**src/rtl/cpu_datapath_pkg.sv**
```systemverilog
// Shared encodings for the CPU execution datapath: ALU ops, shifter modes,
// write-back source selects and status bit positions.
package cpu_datapath_pkg;
  localparam int DW = 16;

  localparam logic [1:0] ALU_ADD = 2'b00;
  localparam logic [1:0] ALU_SUB = 2'b01;
  localparam logic [1:0] ALU_AND = 2'b10;
  localparam logic [1:0] ALU_MVN = 2'b11;

  localparam logic [1:0] SH_NONE = 2'b00;
  localparam logic [1:0] SH_LSL1 = 2'b01;
  localparam logic [1:0] SH_LSR1 = 2'b10;
  localparam logic [1:0] SH_ASR1 = 2'b11;

  localparam logic [1:0] VSEL_C     = 2'b00;
  localparam logic [1:0] VSEL_PC    = 2'b01;
  localparam logic [1:0] VSEL_IMM   = 2'b10;
  localparam logic [1:0] VSEL_MDATA = 2'b11;

  localparam int ST_Z = 2;
  localparam int ST_V = 1;
  localparam int ST_N = 0;
endpackage

```
**src/rtl/cpu_datapath_regfile.sv**
```systemverilog
// 8x16 register file: combinational read, synchronous write.
// Registers are discrete (R0..R7) so they can be probed by name.
module cpu_regfile
  import cpu_datapath_pkg::*;
(
  input  logic          clk,
  input  logic          reset,
  input  logic          i_write,
  input  logic [2:0]    i_writenum,
  input  logic [2:0]    i_readnum,
  input  logic [DW-1:0] i_data_in,
  output logic [DW-1:0] o_data_out
);
  logic [DW-1:0] R0, R1, R2, R3, R4, R5, R6, R7;

  // Write port; reset clears every register and beats any write.
  always_ff @(posedge clk) begin
    if (reset) begin
      R0 <= '0; R1 <= '0; R2 <= '0; R3 <= '0;
      R4 <= '0; R5 <= '0; R6 <= '0; R7 <= '0;
    end else if (i_write) begin
      case (i_writenum)
        3'd0: R0 <= i_data_in;
        3'd1: R1 <= i_data_in;
        3'd2: R2 <= i_data_in;
        3'd3: R3 <= i_data_in;
        3'd4: R4 <= i_data_in;
        3'd5: R5 <= i_data_in;
        3'd6: R6 <= i_data_in;
        default: R7 <= i_data_in;
      endcase
    end
  end

  // Read port; a same-edge write is not visible until after the edge.
  always_comb begin
    case (i_readnum)
      3'd0: o_data_out = R0;
      3'd1: o_data_out = R1;
      3'd2: o_data_out = R2;
      3'd3: o_data_out = R3;
      3'd4: o_data_out = R4;
      3'd5: o_data_out = R5;
      3'd6: o_data_out = R6;
      default: o_data_out = R7;
    endcase
  end
endmodule

```
**src/rtl/cpu_datapath.sv**
```systemverilog
// 16-bit execution datapath: register file, A/B operand registers, B-path
// shifter, operand muxes, 4-function ALU, C result and {Z,V,N} status.
// Every load/select comes from the external controller.
module cpu_datapath
  import cpu_datapath_pkg::*;
(
  input  logic          clk,
  input  logic          reset,
  input  logic [2:0]    readnum,
  input  logic [2:0]    writenum,
  input  logic          write,
  input  logic [1:0]    vsel,
  input  logic          loada,
  input  logic          loadb,
  input  logic [1:0]    shift,
  input  logic          asel,
  input  logic          bsel,
  input  logic [1:0]    ALUop,
  input  logic          loadc,
  input  logic          loads,
  input  logic [4:0]    imm5,
  input  logic [DW-1:0] sximm8,
  input  logic [DW-1:0] pc,
  input  logic [DW-1:0] mdata,
  output logic [DW-1:0] c,
  output logic [2:0]    status_out
);
  logic [DW-1:0] r_a, r_b, r_c;
  logic [2:0]    r_status;
  logic [DW-1:0] w_wdata, w_rdata, w_sout, w_ain, w_bin, w_alu;
  logic          w_v;

  // Write-back source; C here is the pre-edge value, so write+loadc stores old C.
  always_comb begin
    case (vsel)
      VSEL_C:   w_wdata = r_c;
      VSEL_PC:  w_wdata = pc;
      VSEL_IMM: w_wdata = sximm8;
      default:  w_wdata = mdata;
    endcase
  end

  cpu_regfile REGFILE (
    .clk        (clk),
    .reset      (reset),
    .i_write    (write),
    .i_writenum (writenum),
    .i_readnum  (readnum),
    .i_data_in  (w_wdata),
    .o_data_out (w_rdata)
  );

  // Operand registers capture register-file read data.
  always_ff @(posedge clk) begin
    if (reset) begin
      r_a <= '0;
      r_b <= '0;
    end else begin
      if (loada) r_a <= w_rdata;
      if (loadb) r_b <= w_rdata;
    end
  end

  // Single-bit shifter on the B path only.
  always_comb begin
    case (shift)
      SH_LSL1: w_sout = {r_b[DW-2:0], 1'b0};
      SH_LSR1: w_sout = {1'b0, r_b[DW-1:1]};
      SH_ASR1: w_sout = {r_b[DW-1], r_b[DW-1:1]};
      default: w_sout = r_b;
    endcase
  end

  assign w_ain = asel ? '0 : r_a;
  assign w_bin = bsel ? {{11{imm5[4]}}, imm5} : w_sout;

  // ALU plus signed-overflow flag; AND/MVN never overflow.
  always_comb begin
    w_v = 1'b0;
    case (ALUop)
      ALU_ADD: begin
        w_alu = w_ain + w_bin;
        w_v   = (w_ain[DW-1] == w_bin[DW-1]) && (w_alu[DW-1] != w_ain[DW-1]);
      end
      ALU_SUB: begin
        w_alu = w_ain - w_bin;
        w_v   = (w_ain[DW-1] != w_bin[DW-1]) && (w_alu[DW-1] != w_ain[DW-1]);
      end
      ALU_AND: w_alu = w_ain & w_bin;
      default: w_alu = ~w_bin;
    endcase
  end

  // Result and status registers load independently.
  always_ff @(posedge clk) begin
    if (reset) begin
      r_c      <= '0;
      r_status <= '0;
    end else begin
      if (loadc) r_c <= w_alu;
      if (loads) begin
        r_status[ST_Z] <= (w_alu == '0);
        r_status[ST_V] <= w_v;
        r_status[ST_N] <= w_alu[DW-1];
      end
    end
  end

  assign c          = r_c;
  assign status_out = r_status;
endmodule

```
**config.mk**
```make
export PLATFORM = sky130hd
export DESIGN_NAME = cpu_datapath
export DESIGN_NICKNAME = d
export VERILOG_FILES = /design/src/rtl/cpu_datapath_pkg.sv /design/src/rtl/cpu_datapath_regfile.sv /design/src/rtl/cpu_datapath.sv
export SDC_FILE = /design/constraint.sdc
export NUM_CORES = 1
export LEC_CHECK = 0
export CORE_UTILIZATION = 59
export CTS_BUF_LIST = sky130_fd_sc_hd__clkbuf_16
export CTS_CLUSTER_DIAMETER = 60
export DETAILED_ROUTE_END_ITERATION = 8
export HOLD_SLACK_MARGIN = 0.02
export PLACE_DENSITY_LB_ADDON = 0.05
export SYNTH_ARGS = -nofsm -noshare
export SYNTH_HDL_FRONTEND = slang
export SYNTH_SLANG_ARGS = --single-unit
```
**constraint.sdc**
```tcl
create_clock -name clk -period 5.1 [get_ports clk]
set_input_delay 1.275 -clock clk [delete_from_list [all_inputs] [get_ports clk]]
set_output_delay 1.275 -clock clk [all_outputs]
set_load 0.02 [all_outputs]
```
==> tab_implementation.tex <==
\begin{tabular}{lr}
\hline
Metric & Value \\
\hline
\multicolumn{2}{l}{\textbf{Run status}} \\
\quad Outcome & finished, final reports clean \\
\multicolumn{2}{l}{\textbf{Synthesis}} \\
\quad Post-synth top area share & 0.342 \\
\quad Average cell area after synthesis & 7.89 um2 \\
\quad Top cells by instance count after synthesis & nand2\_1, dfxtp\_1, a21oi\_1, nor2\_1, clkbuf\_1 \\
\quad Cell types occupying the most area after synthesis & dfxtp\_1, nand2\_1, a21oi\_1, mux4\_2, mux2i\_1 \\
\quad Most common cell in the synthesized netlist & nand2\_1 \\
\quad Cell area after technology mapping & 10500 um2 \\
\quad Post-synth EDFFs & 0 \\
\quad Post-synth top area cell & dfxtp\_1 \\
\quad Mapped Cells & 1327 \\
\quad Net Count, Synth & 1435 \\
\quad Main synth FF type & dfxtp\_1 \\
\quad Number of warnings reported in the yosys synthesis log & 0 \\
\quad Number of distinct library cells after synthesis & 71 \\
\quad Post-synth ARST share & 0 \\
\quad Yosys reg bits & 179 \\
\quad Sequential share of the synthesized area & 0.342 \\
\multicolumn{2}{l}{\textbf{STA}} \\
\quad Setup violators final & 0 \\
\quad Fin. max-slew vios & 0 \\
\quad Share of the clock period used by the worst path & 0.931 \\
\quad Worst Max-Slew Pin Slew & 1.10 ns \\
\quad Unrepaired setup endpoints after global routing & false \\
\quad Final Hold Fails & 0 \\
\quad Top achievable clock speed & 0.211 GHz \\
\quad Final hold slack & 0.454 ns \\
\quad Final worst clock skew & 0.0202 ns \\
\quad Min Clock Period, post-route & 4.75 ns \\
\quad Rel. slew slack & 0.267 \\
\multicolumn{2}{l}{\textbf{Clock tree}} \\
\quad Insertion delay to the later sink of the worst-skew pair & 0.45 ns \\
\quad Post\_cts resized & 0 \\
\quad Depth of the CTS H-tree & 4 \\
\quad Clk sink count & 179 \\
\quad Reg clk slew, reported paths & 0.09 ns \\
\quad Master cell of the clock root buffer & clkbuf\_16 \\
\quad CTS tree & done \\
\quad Post-CTS Hold Buffers & 0 \\
\quad Post-CTS setup buffer count & 0 \\
\quad Cts bufs inserted & 17 \\
\quad Maximum buffer depth of the clock tree & 2 \\
\multicolumn{2}{l}{\textbf{Worst setup path}} \\
\quad Setup crit start & shift[0] \\
\quad CP cell instances & clkdlybuf4s50\_1 > buf\_4 > mux2i\_1 > o21ai\_1 > mux2i\_1 > inv\_1 > ha\_1 > a211oi\_1 > buf\_4 > o211ai\_1 > a31o\_2 > a21oi\_1 > o22ai\_1 > a2111oi\_4 > nand4\_1 > o31ai\_2 \\
\quad Buf+Inv Stages, Crit Path & 4 \\
\quad Category of the worst setup path capture point & flop \\
\quad Crit path required time & 5.47 ns \\
\quad Arr. time, crit path & 5.12 ns \\
\quad Kind of start point of the critical path & input port \\
\quad Crit Reg-Reg Startpoint & r\_b[0] \\
\quad Class of the most critical setup path & input port to flop \\
\quad Longest individual stage delay on the worst path & 0.59 ns \\
\quad Crit-path slowest cell & clkdlybuf4s50\_1 \\
\quad Peak fanout along the critical path & 12 \\
\quad Gate family responsible for the most delay along the worst path & compound AO/OA/AOI/OAI gates \\
\multicolumn{2}{l}{\textbf{Min path}} \\
\quad Type of the worst min-delay path & flop to flop \\
\quad Hold Path Origin & REGFILE.R1[13] \\
\multicolumn{2}{l}{\textbf{Layout}} \\
\quad Antenna Cells & 0 \\
\quad Filler cell count in the final layout & 1396 \\
\quad Number of non-filler instances in the completed layout & 1655 \\
\quad Fraction of final layout cells sized beyond drive strength 1 & 0.118 \\
\quad Synth-to-Final Area Change & 19.6\% \\
\quad Final \#Nets & 1525 \\
\multicolumn{2}{l}{\textbf{Pwr}} \\
\quad Cell internal pwr & 2.43 mW \\
\quad Fraction of power spent switching nets & 0.323 \\
\quad Share of total power in combinational logic & 0.199 \\
\quad Part of the power in the clock network & 0.389 \\
\quad Leakage dissipation & 4.69 nW \\
\quad Power density over the cells & 286 nW/um2 \\
\quad IR drop worst, VDD & 0.252 mV \\
\quad Register share of total power & 0.413 \\
\quad Net Sw Power & 1.16 mW \\
\multicolumn{2}{l}{\textbf{GRT}} \\
\quad First-pass GRT wire length & 53.1 mm \\
\quad Initial antenna violation count & 0 \\
\quad Total global routing track utilization & 0.383 \\
\quad Largest net degree at the start of global routing & 83 \\
\quad Global route total overflow & 0 \\
\quad Via count of the first global-routing pass & 9857 \\
\multicolumn{2}{l}{\textbf{Die}} \\
\quad Total number of placement rows & 48 \\
\quad Die span in y & 135 um \\
\quad Overall die area & 18300 um2 \\
\quad Boundary Pins & 93 \\
\quad Placeable core region & 17300 um2 \\
\quad Width of the chip & 135 um \\
\quad Starting density of the core & 0.605 \\
\multicolumn{2}{l}{\textbf{Place}} \\
\quad GPL Wtd Cong & 1.02 \\
\quad DP Wirelength & 24.4 mm \\
\quad Number of input and output port buffers inserted & 92 \\
\quad Placed Instances & 1623 \\
\multicolumn{2}{l}{\textbf{Job}} \\
\quad Max-cap violations & 0 \\
\multicolumn{2}{l}{\textbf{Detailed routing}} \\
\quad Detailed-route wire length per cell & 20.7 um \\
\quad Via count of the routed design & 10427 \\
\quad Remaining design rule violation count & 0 \\
\quad Detailed-routing iteration count for the pre-antenna-repair pass & 8 \\
\quad Iteration-0 DRC count of the detailed router & 999 \\
\quad Total detailed-routing wirelength & 34.3 mm \\
\quad Routed via count divided by cell count & 6.30 \\
\quad Residual antenna-violating net count after detailed routing & 0 \\
\hline
\end{tabular}
## cells in the final DEF, fill, tap and decap left out, types with 9 or more instances in the layout
| master | instances |
|---|---|
| a211oi_1 | 38 |
| a21oi_1 | 177 |
| buf_4 | 76 |
| clkbuf_16 | 17 |
| clkdlybuf4s50_1 | 89 |
| dfxtp_1 | 179 |
| ha_1 | 32 |
| inv_1 | 29 |
| mux2i_1 | 45 |
| mux4_2 | 31 |
| nand2_1 | 296 |
| nand2b_1 | 17 |
| nand3_1 | 10 |
| nand4_1 | 9 |
| nor2_1 | 100 |
| nor2b_1 | 38 |
| nor3_1 | 13 |
| o211ai_1 | 10 |
| o21a_1 | 9 |
| o21ai_0 | 31 |
## stage by stage
step | utilization | area (um2) | power (mW) | setup TNS [ns] | worst slack [ns]
6_report | 0.724 | 12500 | 3.58 | 0 | 0.350
4_1_cts | 0.724 | 12500 | 3.57 | 0 | 0.382
3_3_place_gp | 0.687 | 11900 | 2.20 | -0.00411 | -0.00411
5_1_grt | 0.724 | 12500 | 3.69 | 0 | 0.110
2_1_floorplan | - | 10500 | 1.92 | 0 | 0.501
3_5_place_dp | 0.687 | 11900 | 2.20 | -0.0702 | -0.0702
## area by class of cell
type | count | area (um2) | share of cell area
timing repair buffer | 168 | 1490 | 0.119
clock inverter | 15 | 214 | 0.0171
clock buffer | 17 | 425 | 0.0340
tap | 225 | 282 | 0.0225
inverter | 32 | 120 | 0.00960
multi-input combinational | 1019 | 6400 | 0.511
sequential | 179 | 3580 | 0.286
## cells by family (layout without fill, tap and decap cells)
group,Yosys count,count (layout),synth area share
adders and majority gates,34,34,0.0421
muxes,83,83,0.117
buffers and inverters,129,232,0.0476
and+or+nand+nor,525,525,0.220
xor gates and xnor gates,5,5,0.00419
DFF,179,179,0.342
AOI/OAI and AO/OA,372,372,0.226
## worst min-delay path, cell delays in order (launching register included)
cell	delay [ns]
dfxtp_1	0.31
nand2_1	0.05
a21oi_1	0.05
## path summary, 6_finish.rpt
kind | endpoint | slack, ns | depth (start not counted)
worst max-delay path | status_out[2] | 0.35 | 16
worst min-delay path | REGFILE.R1[13] | 0.45 | 2
worst max register to register | status_out[2] | 1.43 | 14
worst min register to register | REGFILE.R1[13] | 0.45 | 2
## power groups by stage
stage | registers, mW | logic, mW | clock network, mW
finish | 1.48 | 0.711 | 1.39
global route | 1.48 | 0.761 | 1.45
CTS | 1.48 | 0.699 | 1.39
detailed placement | 1.51 | 0.695 | 0
global placement | 1.51 | 0.689 | 0
floorplan | 1.51 | 0.414 | 0
## routing by layer
| metal | share of wire | GRT usage | vias up | wire length (um) |
|---|---|---|---|---|
| li1 | - | - | 4872 | - |
| met3 | 0.077 | 0.0591 | 118 | 2650 |
| met1 | 0.39 | 0.474 | 4930 | 13500 |
| met2 | 0.48 | 0.633 | 507 | 16500 |
| met5 | 0 | 0 | - | 0 |
| met4 | 0.048 | 0.219 | 0 | 1650 |
No activity file was read; power rests on OpenSTA's default activity.
